### src/rtl/rv32v_scalar_wb_queue.sv
// rv32v_scalar_wb_queue
//   FIFO buffer for vector-unit results that target the scalar register file
//   (vmv.x.s, vsetvl rd, vcpop, vfirst). It sits between the RV32V execute
//   stage and the scalar writeback port, and it holds results in order until
//   the scalar pipeline grants a write slot. A pending-rd scoreboard lets
//   scalar decode stall on RAW hazards. A flush (exception return) discards
//   every pending result.
//
//   Optional feature: define RV32V_WB_BYPASS_EN to let a result pass straight
//   through to the writeback port in the same cycle when the queue is empty.
//   In the default build this is off, and the minimum latency is one cycle.
//
// Ports
//   CLK, RST             clock, synchronous active-high reset
//   enq_valid/enq_ready  result handshake from the vector unit
//   enq_rd_sel/enq_data  destination register and value of the result
//   wb_ready             scalar writeback port is free this cycle
//   rd_wen/rd_sel/rd_data  scalar regfile write port
//   flush                exception return; drop all pending results
//   rs1_sel/rs2_sel      decode source indices
//   rs1_busy/rs2_busy    the matching source has a queued write
//   count/full/empty     occupancy status
//
// Handshake: a transfer happens in any cycle where valid && ready is high.
// The ready signal never depends on valid in the same cycle. enq_ready is
// taken only from the registered full flag and from flush, so a dequeue in
// the same cycle does not open a slot for an enqueue.

module rv32v_scalar_wb_queue #(
    parameter int DATA_W = 32,
    parameter int DEPTH  = 4,
    parameter int CNT_W  = $clog2(DEPTH + 1)
) (
    input  logic              CLK,
    input  logic              RST,
    input  logic              enq_valid,
    output logic              enq_ready,
    input  logic [4:0]        enq_rd_sel,
    input  logic [DATA_W-1:0] enq_data,
    input  logic              wb_ready,
    output logic              rd_wen,
    output logic [4:0]        rd_sel,
    output logic [DATA_W-1:0] rd_data,
    input  logic              flush,
    input  logic [4:0]        rs1_sel,
    input  logic [4:0]        rs2_sel,
    output logic              rs1_busy,
    output logic              rs2_busy,
    output logic [CNT_W-1:0]  count,
    output logic              full,
    output logic              empty
);

    localparam int PTR_W = $clog2(DEPTH);

    logic              valid_q [DEPTH];
    logic              valid_d [DEPTH];
    logic [4:0]        sel_q   [DEPTH];
    logic [4:0]        sel_d   [DEPTH];
    logic [DATA_W-1:0] data_q  [DEPTH];
    logic [DATA_W-1:0] data_d  [DEPTH];
    logic [PTR_W-1:0]  wr_ptr_q, wr_ptr_d;
    logic [PTR_W-1:0]  rd_ptr_q, rd_ptr_d;
    logic [CNT_W-1:0]  count_q, count_d;

    logic deq_fire;
    logic byp_fire;
    logic store;

    // Handshake and port outputs
    always_comb begin
        full      = (count_q == CNT_W'(DEPTH));
        empty     = (count_q == '0);
        count     = count_q;
        enq_ready = !full && !flush;
        deq_fire  = !empty && wb_ready && !flush;
        byp_fire  = 1'b0;
`ifdef RV32V_WB_BYPASS_EN
        byp_fire  = empty && enq_valid && wb_ready && !flush && (enq_rd_sel != 5'd0);
`endif
        // Writes to x0 complete the handshake but are never stored.
        store     = enq_valid && enq_ready && (enq_rd_sel != 5'd0) && !byp_fire;
        rd_wen    = deq_fire || byp_fire;
        rd_sel    = 5'd0;
        rd_data   = '0;
        if (!empty) begin
            rd_sel  = sel_q[rd_ptr_q];
            rd_data = data_q[rd_ptr_q];
        end else if (byp_fire) begin
            rd_sel  = enq_rd_sel;
            rd_data = enq_data;
        end
    end

    // Pending-rd scoreboard. It uses only the registered entries, so an
    // enqueue shows up one cycle later. The head entry still reads as busy
    // in the cycle it is written back.
    always_comb begin
        rs1_busy = 1'b0;
        rs2_busy = 1'b0;
        for (int i = 0; i < DEPTH; i++) begin
            if (valid_q[i] && (sel_q[i] == rs1_sel)) rs1_busy = 1'b1;
            if (valid_q[i] && (sel_q[i] == rs2_sel)) rs2_busy = 1'b1;
        end
        if (rs1_sel == 5'd0) rs1_busy = 1'b0;
        if (rs2_sel == 5'd0) rs2_busy = 1'b0;
    end

    // Next-state logic. flush wins over enqueue and dequeue.
    always_comb begin
        valid_d  = valid_q;
        sel_d    = sel_q;
        data_d   = data_q;
        wr_ptr_d = wr_ptr_q;
        rd_ptr_d = rd_ptr_q;
        count_d  = count_q;
        if (flush) begin
            for (int i = 0; i < DEPTH; i++) valid_d[i] = 1'b0;
            wr_ptr_d = '0;
            rd_ptr_d = '0;
            count_d  = '0;
        end else begin
            if (deq_fire) begin
                valid_d[rd_ptr_q] = 1'b0;
                rd_ptr_d          = rd_ptr_q + PTR_W'(1);
            end
            if (store) begin
                valid_d[wr_ptr_q] = 1'b1;
                sel_d[wr_ptr_q]   = enq_rd_sel;
                data_d[wr_ptr_q]  = enq_data;
                wr_ptr_d          = wr_ptr_q + PTR_W'(1);
            end
            if (store && !deq_fire) begin
                count_d = count_q + CNT_W'(1);
            end else if (!store && deq_fire) begin
                count_d = count_q - CNT_W'(1);
            end
        end
    end

    always_ff @(posedge CLK) begin
        if (RST) begin
            valid_q  <= '{default: 1'b0};
            sel_q    <= '{default: 5'd0};
            data_q   <= '{default: '0};
            wr_ptr_q <= '0;
            rd_ptr_q <= '0;
            count_q  <= '0;
        end else begin
            valid_q  <= valid_d;
            sel_q    <= sel_d;
            data_q   <= data_d;
            wr_ptr_q <= wr_ptr_d;
            rd_ptr_q <= rd_ptr_d;
            count_q  <= count_d;
        end
    end

endmodule

### config.mk
export PLATFORM = sky130hd
export DESIGN_NAME = rv32v_scalar_wb_queue
export DESIGN_NICKNAME = d
export VERILOG_FILES = /design/src/rtl/rv32v_scalar_wb_queue.sv
export SDC_FILE = /design/constraint.sdc
export NUM_CORES = 1
export LEC_CHECK = 0
export CAP_MARGIN = 20
export CORE_UTILIZATION = 58
export CTS_CLUSTER_DIAMETER = 120
export CTS_CLUSTER_SIZE = 16
export DETAILED_ROUTE_END_ITERATION = 6
export DONT_BUFFER_PORTS = 1
export GPL_TIMING_DRIVEN = 0
export HOLD_SLACK_MARGIN = 0.05
export PLACE_DENSITY = 0.81
export SETUP_SLACK_MARGIN = 0.4
export SKIP_LAST_GASP = 1
export SLEW_MARGIN = 10
export SYNTH_ARGS = -nofsm -noshare
export SYNTH_HDL_FRONTEND = slang
export SYNTH_SLANG_ARGS = --single-unit
### constraint.sdc
create_clock -name CLK -period 2.05 [get_ports CLK]
set_input_delay 0.41 -clock CLK [delete_from_list [all_inputs] [get_ports CLK]]
set_output_delay 0.41 -clock CLK [all_outputs]
set_load 0.005 [all_outputs]
# After elaboration in Yosys (flattened, before gate mapping)
# Cells that the tools add are included.
[op_classes]
n_bitwise = 6
n_mux = 33
n_addsub = 4
n_eq_ne = 9
magnitude_cmp = 4
reduce_logical = 29
[ops]
columns = ["operator", "n"]
rows = [
  ["$bwmux W128", 1],
  ["$mux W32", 4],
  ["$bmux W32 S2", 1],
  ["$demux W32 S2", 1],
  ["$eq A5 B5 Y1", 8],
  ["$bwmux W20", 1],
  ["$mux W5", 4],
  ["$logic_and A1 B1 Y1", 17],
  ["$mux W1", 12],
  ["$mux W4", 3],
  ["$bmux W5 S2", 1],
  ["$demux W5 S2", 1],
  ["$logic_not A5 Y1", 2],
  ["$ge A3 B3 Y1 const B", 2],
  ["$lt A3 B1 Y1 const B", 2],
  ["$mux W3", 2],
  ["$not A2 Y3", 2],
  ["$logic_not A1 Y1", 5],
  ["$reduce_bool A5 Y1", 1],
  ["$add A2 B1 Y2 const B", 2],
  ["$and A4 B4 Y4", 1],
  ["$demux W1 S2", 2],
  ["$not A4 Y4", 1],
  ["$or A4 B4 Y4", 1],
  ["8 further kinds", 8],
]
[word_totals]
register_bits = 159
input_bits = 52

# Logic depth before layout (Yosys ltp)
# Gate-level depths: netlist of run 1.
[depth]
word_depth = 11
ltp_mapped = 11
mapped_depth_nobuf = 10

# Worst setup path after synthesis of run 1
# Ideal clock, no wire load.
[synth_path]
path_type = "register to register"
startpoint = "reg count_q[0] (netlist: count[0])"
endpoint = "reg count_q[2] (netlist: count[2])"
setup_time_ns = 0.070
arrival_time_ns = 2.239
path_stages_with_launch = 12
slack_ns = -0.258
n_path_buf = 1
path_cell_list = "dfxtp_1 or3_1 clkbuf_2 nand2_1 nor2_1 inv_1 ha_1 inv_1 fa_1 xor2_1 or3_1 a21oi_1"
[synth_rtl]
columns = ["element", "line", "rtl"]
rows = [
  ["from (decl)", "64", "logic [CNT_W-1:0] count_q, count_d;"],
  ["from (signal assigned)", "155", "count_q <= count_d;"],
  ["$logic_not A3 Y1 (*)", "73", "empty = (count_q == '0);"],
  ["$logic_not A1 Y1 (*)", "--", ""],
  ["$logic_and A1 B1 Y1 (*) (2 in series)", "76", "deq_fire = !empty && wb_ready && !flush;"],
  ["named net rd_wen", "41", "output logic rd_wen,"],
  ["$logic_not A1 Y1", "133", "if (store && !deq_fire) begin"],
  ["$logic_and A1 B1 Y1", "133", ""],
  ["$mux W3 / $reduce_bool A2 Y1 (equally long branches)", "--", ""],
]
# Mark *: on every way through the listed nets, which the timed path passes. The rest lies on a longest branch. The select of a mux whose other input is x is not followed.
# A chain may end at the register's enable or synchronous reset.

# Final worst setup path of run 1
[layout_path]
startpoint = "reg count_q[0] (netlist: count[0])"
endpoint = "out rd_data[18]"
[layout_via]
elab_chain_len = 2
[layout_lines]
columns = ["element", "line", "rtl"]
rows = [
  ["$logic_not A3 Y1", "73", ""],
  ["$mux W32", "86", "if (!empty) begin"],
  ["to (decl)", "43", "output logic [DATA_W-1:0] rd_data,"],
]
# Every way passes these cells.

==> results.py, run 1 <==
metrics = {
    "finish": {
        "instances_no_fill": 1110,
        "area_growth_pct": 18.31,
        "layout_commonest_cell": "nand2_1",
        "mostFrequentLayoutCells": "nand2_1 (300), dfxtp_1 (143), a21oi_2 (120)",
        "number_of_nets_in_the_layout": 983,
        "layout-drive-gt1-share_pct": 35.80,
    },
    "routing": {
        "drtAntennaViolNets": 0,
        "avgViaCountPerCell": 5.868,
        "finalWirelength_mm": 21.92,
        "detail_route.wl_per_cell_um": 19.75,
        "drc": 0,
        "dr.pass1.iters": 5,
        "vias_post_dr": 6514,
        "detailedRoute.firstIterationViolations": 535,
    },
    "cts": {
        "clock_pin_slew_on_the_worst_setup_and_hold_paths_ps": 60,
        "clk_path_buf_depth": 2,
        "cts_hold_repair.buffers": 0,
        "clock_latency_of_the_later_clocked_register_in_the_worst_skew_pair_ps": 440,
        "cts_tree": "yes",
        "cts-root-buf": "clkbuf_16",
        "numCtsBuffers": 17,
        "clock_sink_count": 159,
        "cts.htree.levels": 4,
    },
    "worst_setup_path": {
        "critical_path.cell_chain": "or3_4, clkbuf_16, buf_4, clkbuf_16, and2_1",
        "startpoint_type": "register",
        "worstPathArrival_ps": 1860,
        "rr_worst_depth": 11,
        "path_class": "register to output pin",
        "reg2reg_setup_slack_ps": -210,
        "critical_path.max_fanout": 6,
        "critical_path.slowest_cell": "or3_4",
        "required_ps": 1640,
        "crit_path_frequent_cell": "clkbuf_16",
        "critical_path.max_stage_delay_ps": 400,
        "worstSetupEndpointType": "output pin",
    },
    "yosys": {
        "syn-cell-area_um2": 8029,
        "ys_seq_elements": 159,
        "post_synth_fa_ha_maj_area_fraction_pct": 1.652,
        "synth_simple_gate_area_share_pct": 20.73,
        "ys_async_sr_fraction_pct": 0,
        "synth-compound-area-share_pct": 15.46,
        "yosys_cell_types": 34,
        "syn-num-nets": 939,
        "ys.flop_type": "dfxtp_1",
        "synth.mux.area_fraction_pct": 10.63,
        "synth_edf_count": 0,
        "synth_area_per_cell_um2": 9.155,
        "seq_area_frac_synth_pct": 39.64,
        "syn_inst": 877,
        "synth_xor_area_share_pct": 4.800,
        "ys_warn_count": 0,
        "dominant_combinational_cell_family_by_area_after_synthesis": "simple AND/OR/NAND/NOR gates",
    },
    "floorplanning": {
        "start_util_pct": 60.15,
        "io_pins": 98,
        "fp.dieW_um": 119.7,
        "design.core.area_um2": 13350,
        "die_area_um2": 14320,
        "fp.dieH_um": 119.7,
        "num_rows": 42,
    },
    "pwr": {
        "p_int_w": 0.005163,
        "power.combinational.fraction_pct": 9.8,
        "pwr-share-seq_pct": 46.3,
        "p_per_area_nw_per_um2": 722.0,
        "power.switching_fraction_pct": 24.72,
        "p_leak_nw": 3.178,
        "p_clk_share_pct": 43.9,
        "max-vdd-ir-drop_v": 0.0005310,
        "net_switching_w": 0.001695,
    },
    "sta": {
        "final.hold.worst_slack_ps": 94.91,
        "totalNegativeSetupSlack_ps": -6971,
        "report.final.hold_viol_count": 0,
        "rsz_0062_raised_after_global_routing": "true",
        "post-route-period-util_pct": 110.7,
        "period_needed_ps": 2270,
        "timing.final.max_slew_violations": 0,
        "max_freq_mhz": 440.6,
        "post-route-worst-setup-slack_ps": -219.8,
        "timing.max_slew.rel_slack_pct": 43.49,
        "report.final.setup_viol": 41,
        "worst_clock_skew_ps": 11.30,
        "tightest_slew_ps": 847.7,
    },
    "placement": {
        "place.gp.congestion": 0.8910,
        "post_dp_hpwl_mm": 13.79,
        "io_buffers": 0,
        "dpl.cell_count": 1053,
    },
    "global_route": {
        "first_global_vias": 6445,
        "largest_net_degree_at_the_start_of_global_routing": 17,
        "gr_usage_total_pct": 30.91,
        "global_route.overflow_total": 0,
        "grt_first_pass_wirelength_mm": 33.73,
        "grt_antenna_before_repair": 1,
    },
    "min_path": {
        "min_path_type": "primary input to register",
        "holdPathStages": 2,
    },
    "job": {
        "max-cap-violations": 0,
    },
    "status": {
        "failed_checks": "negative setup slack",
        "result_of_the_run": "complete, but fails checks",
    },
}
==> Yosys cell counts, types with 2 or more instances <==
library cell	count	area [um2]
nand3_1	13	65.06
and4_1	4	35.03
buf_8	12	180.2
mux2i_1	2	20.02
nor4_1	8	50.05
buf_2	16	80.08
a21oi_2	120	1051
or3_1	2	12.51
o21a_1	2	15.01
nand2_2	2	12.51
buf_1	2	7.510
clkbuf_1	27	101.4
xnor2_1	10	87.58
buf_6	13	146.4
mux4_2	37	833.3
nand2_1	301	1130
a21oi_1	34	170.2
or4_1	2	15.01
xor2_1	34	297.8
inv_1	7	26.28
nand4_1	6	37.54
ha_1	9	112.6
buf_4	3	22.52
nor2_1	7	26.28
dfxtp_1	159	3183
and2_1	37	231.5
==> power groups by stage <==
stage               Sequential, W  Clock (W)  Combinational [W]
floorplan                 0.00323          0           0.000407
global placement          0.00324          0           0.000523
detailed placement        0.00324          0           0.000533
CTS                       0.00317    0.00302           0.000631
global route              0.00318    0.00315           0.000713
finish                    0.00317    0.00301           0.000675
==> logic make-up (layout without fill, tap and decap cells) <==
family,after synthesis,count (layout)
simple gates,387,388
flops,159,159
compound gates,157,157
buf+inv,81,136
xor+xnor,44,44
mux,39,39
fa+ha+maj,10,10
other cells,0,1
==> stage by stage <==
stage | power, W | area (um2) | utilization, % | worst slack (ps)
floorplan | 0.003640 | 8133 | - | -136.9
global placement | 0.003765 | 8353 | 62.58 | -237.4
detailed placement | 0.003777 | 8353 | 62.58 | -271.5
CTS | 0.006825 | 9293 | 69.62 | -228.3
global route | 0.007039 | 9497 | 71.15 | -272.6
finish | 0.006859 | 9499 | 71.17 | -219.8
==> routing by layer <==
metal | GRT usage [%] | part of all wire [%] | wire length (um) | up-vias
met3 | 8.080 | 8.4 | 1843 | 46
li1 | - | - | - | 3009
met5 | 0 | 0 | 0 | -
met1 | 38.82 | 40 | 8827 | 3126
met4 | 12.97 | 2.8 | 620 | 0
met2 | 50.29 | 48 | 10630 | 333
==> flip-flops by register name (all words and copies together) (netlist names) <==
name and cells:
valid_q 4, count 3, sel_q 20, rd_ptr_q 2
wr_ptr_q 2, data_q 128
==> critical path: cells and delay by family (launching register included) <==
family                 cells  cell delay (ps)
buffers and inverters      3              500
flip-flops                 1              370
AND/OR/NAND/NOR            2              550
==> worst paths after layout <==
path	startpoint	to
worst min register to register	data_q[69]	data_q[69]
worst max register to register	count[0]	count[2]
worst max-delay path	count[0]	rd_data[18]
worst min-delay path	enq_rd_sel[4]	sel_q[4]
==> layout make-up <==
cell class              count  area [um2]
repair buffers             24       266.5
multi-input cells         638        4446
inverters                   7       26.28
flip-flops and latches    159        3218
plain buffers              74       772.0
well taps                 176       220.2
fillers                   953        3849
clock buffers              22       464.2
diodes                      1       2.502
clock inverters             9       83.83
==> repair_timing <==
item | CTS | global route
gates cloned | 4 | 3
pin swaps | 13 | 15
setup endpoints to repair | 60 | 181
gates resized for setup | 68 | 44
setup buffers | 12 | 6
Note: power is estimated with default switching activity, not from simulation.
==> run 2, diff against run 1 <==
--- a/config.mk
+++ b/config.mk
@@ -6,6 +6,7 @@
 export NUM_CORES = 1
 export LEC_CHECK = 0
 export CAP_MARGIN = 20
+export CORE_MARGIN = 2
 export CORE_UTILIZATION = 58
 export CTS_CLUSTER_DIAMETER = 120
 export CTS_CLUSTER_SIZE = 16
==> run 2 against run 1 <==
- the run still ends with negative setup slack left
- highest routed layer unchanged
- worst hold slack better by 9.1 ps
- clock skew down 4.8 ps
- largest cell class unchanged
- clock-buffer cell count down 2
- power up 3.4%
- critical path type is now register to register
- fmax up 0.43%
==> results.py, run 2 (synthesis gave the netlist of run 1 again) <==
metrics = {
    "floorplanning": {
        "num_rows": 42,
        "io_pins": 98,
        "design.core.area_um2": 13400,
        "fp.dieH_um": 121.7,
        "start_util_pct": 59.92,
        "die_area_um2": 14800,
        "fp.dieW_um": 121.7,
    },
    "cts": {
        "cts.htree.levels": 4,
        "clk_path_buf_depth": 2,
        "clock_pin_slew_on_the_worst_setup_and_hold_paths_ps": 70,
        "cts_tree": "yes",
        "clock_latency_of_the_later_clocked_register_in_the_worst_skew_pair_ps": 430,
        "cts-root-buf": "clkbuf_16",
        "numCtsBuffers": 17,
        "clock_sink_count": 159,
    },
    "placement": {
        "post-place-ws_ps": -261.6,
        "io_buffers": 0,
        "place.gp.congestion": 0.8954,
        "post_dp_hpwl_mm": 13.93,
    },
    "routing": {
        "drc": 0,
        "detail_route.wl_per_cell_um": 20.45,
        "detailedRoute.firstIterationViolations": 588,
        "vias_post_dr": 6636,
        "drtAntennaViolNets": 0,
        "avgViaCountPerCell": 5.968,
        "finalWirelength_mm": 22.74,
        "dr.pass1.iters": 5,
    },
    "global_route": {
        "gr_usage_total_pct": 30.29,
        "first_global_vias": 6405,
        "largest_net_degree_at_the_start_of_global_routing": 17,
        "grt_first_pass_wirelength_mm": 33.98,
        "grt_antenna_before_repair": 0,
        "global_route.overflow_total": 0,
    },
    "finish": {
        "utilization_pct": 71.36,
        "max_flop_register": "data_q",
        "area_growth_pct": 19.11,
        "largest_register_ffs": 128,
        "layout_commonest_cell": "nand2_1",
        "reg_top3": "data_q x128, sel_q x20, valid_q x4",
        "mostFrequentLayoutCells": "nand2_1 (300), dfxtp_1 (144), a21oi_2 (120)",
        "n_antenna_cell": 0,
        "layout.filler_cells": 970,
        "layout-drive-gt1-share_pct": 35.68,
        "number_of_nets_in_the_layout": 985,
    },
    "worst_setup_path": {
        "worstSetupEndpointType": "register",
        "required_ps": 2410,
        "worstPathArrival_ps": 2620,
        "critical_path.max_fanout": 6,
        "path_class": "register to register",
        "crit_start": "count[0]",
        "rr_startpoint": "count[0]",
        "startpoint_type": "register",
    },
    "pwr": {
        "p_per_area_nw_per_um2": 741.6,
        "p_leak_nw": 3.225,
        "power.total_w": 0.007092,
        "max-vdd-ir-drop_v": 0.0008394,
    },
    "sta": {
        "max_freq_mhz": 442.4,
        "report.final.hold_viol_count": 0,
        "period_needed_ps": 2260,
        "rsz_0062_raised_after_global_routing": "true",
        "totalNegativeSetupSlack_ps": -5412,
        "tightest_slew_ps": 930.5,
        "report.final.setup_viol": 40,
        "timing.final.max_slew_violations": 0,
        "post-route-worst-setup-slack_ps": -210.2,
        "timing.max_slew.rel_slack_pct": 37.97,
        "worst_clock_skew_ps": 6.513,
        "post-route-period-util_pct": 110.3,
    },
    "status": {
        "result_of_the_run": "complete, but fails checks",
        "failed_checks": "negative setup slack",
    },
    "min_path": {
        "hold_start": "enq_data[5]",
        "min_path_type": "primary input to register",
    },
    "job": {
        "max-cap-violations": 0,
    },
}
[run 2: cell count changes in the layout (fill, tap and decap cells not counted), moves of 2 or more]
cell / change
nor4_1: +2
clkinv_4: +3
buf_2: +2
buf_12: +3
clkbuf_2: -2
nor4_2: -2
buf_4: -3
buf_6: +6
clkbuf_4: -2
buf_8: -3
[run 2: worst paths after layout]
| kind | to | slack [ps] | cells after the start |
|---|---|---|---|
| worst max-delay path | count[2] | -210 | 11 |
| worst min register to register | data_q[57] | 450 | 2 |
| worst min-delay path | data_q[69] | 100 | 2 |
| worst max register to register | count[2] | -210 | 11 |
[run 2: critical path, stage by stage, from the launching register on]
cell and delay, ps:
dfxtp_4 380, or3_4 390, buf_8 150, nand2_4 70
nor2_4 40, inv_2 60, ha_4 130, inv_2 40
fa_2 330, xor2_1 170, or3_1 310, a21oi_1 140
[run 2: final cells by class]
cell class | instances | area (um2) | area share (%)
buffer | 74 | 735.7 | 7.693
inverter | 7 | 26.28 | 0.2748
clock buffer | 20 | 478.0 | 4.998
multi-input combinational | 638 | 4412 | 46.13
sequential | 159 | 3214 | 33.61
timing repair buffer | 26 | 344.1 | 3.598
tap | 176 | 220.2 | 2.303
clock inverter | 12 | 132.6 | 1.387
[run 2: per-stage QoR]
stage	instances	hold slack [ps]	area, um2
2_1_floorplan	877	433.1	8133
3_3_place_gp	1053	439.2	8353
3_5_place_dp	1053	444.3	8353
4_1_cts	1097	96.87	9288
5_1_grt	1112	106.9	9563
6_report	1112	104.0	9563
[run 2: repair_timing]
item | 4_1_cts | 5_1_grt
hold buffers | 0 | 0
setup endpoints to repair | 91 | 196
resized for setup | 55 | 43
pin swaps | 18 | 21
buffers inserted | 9 | 12
gates cloned | 3 | 3
hold endpoints to repair | 0 | 0
[run 2: per-layer routing]
layer,GRT usage (%),part of all wire (%)
met1,38.88,40
met5,0,0
met2,50.88,49
met4,10.13,2.5
met3,6.742,8.3
[run 2: power breakdown]
part | leakage (nW) | switching, W | internal (W) | total, W
Sequential | 1.29 | 0.0000400 | 0.00313 | 0.00317
Clock | 0.294 | 0.00133 | 0.00193 | 0.00326
Combinational | 1.64 | 0.000375 | 0.000282 | 0.000656
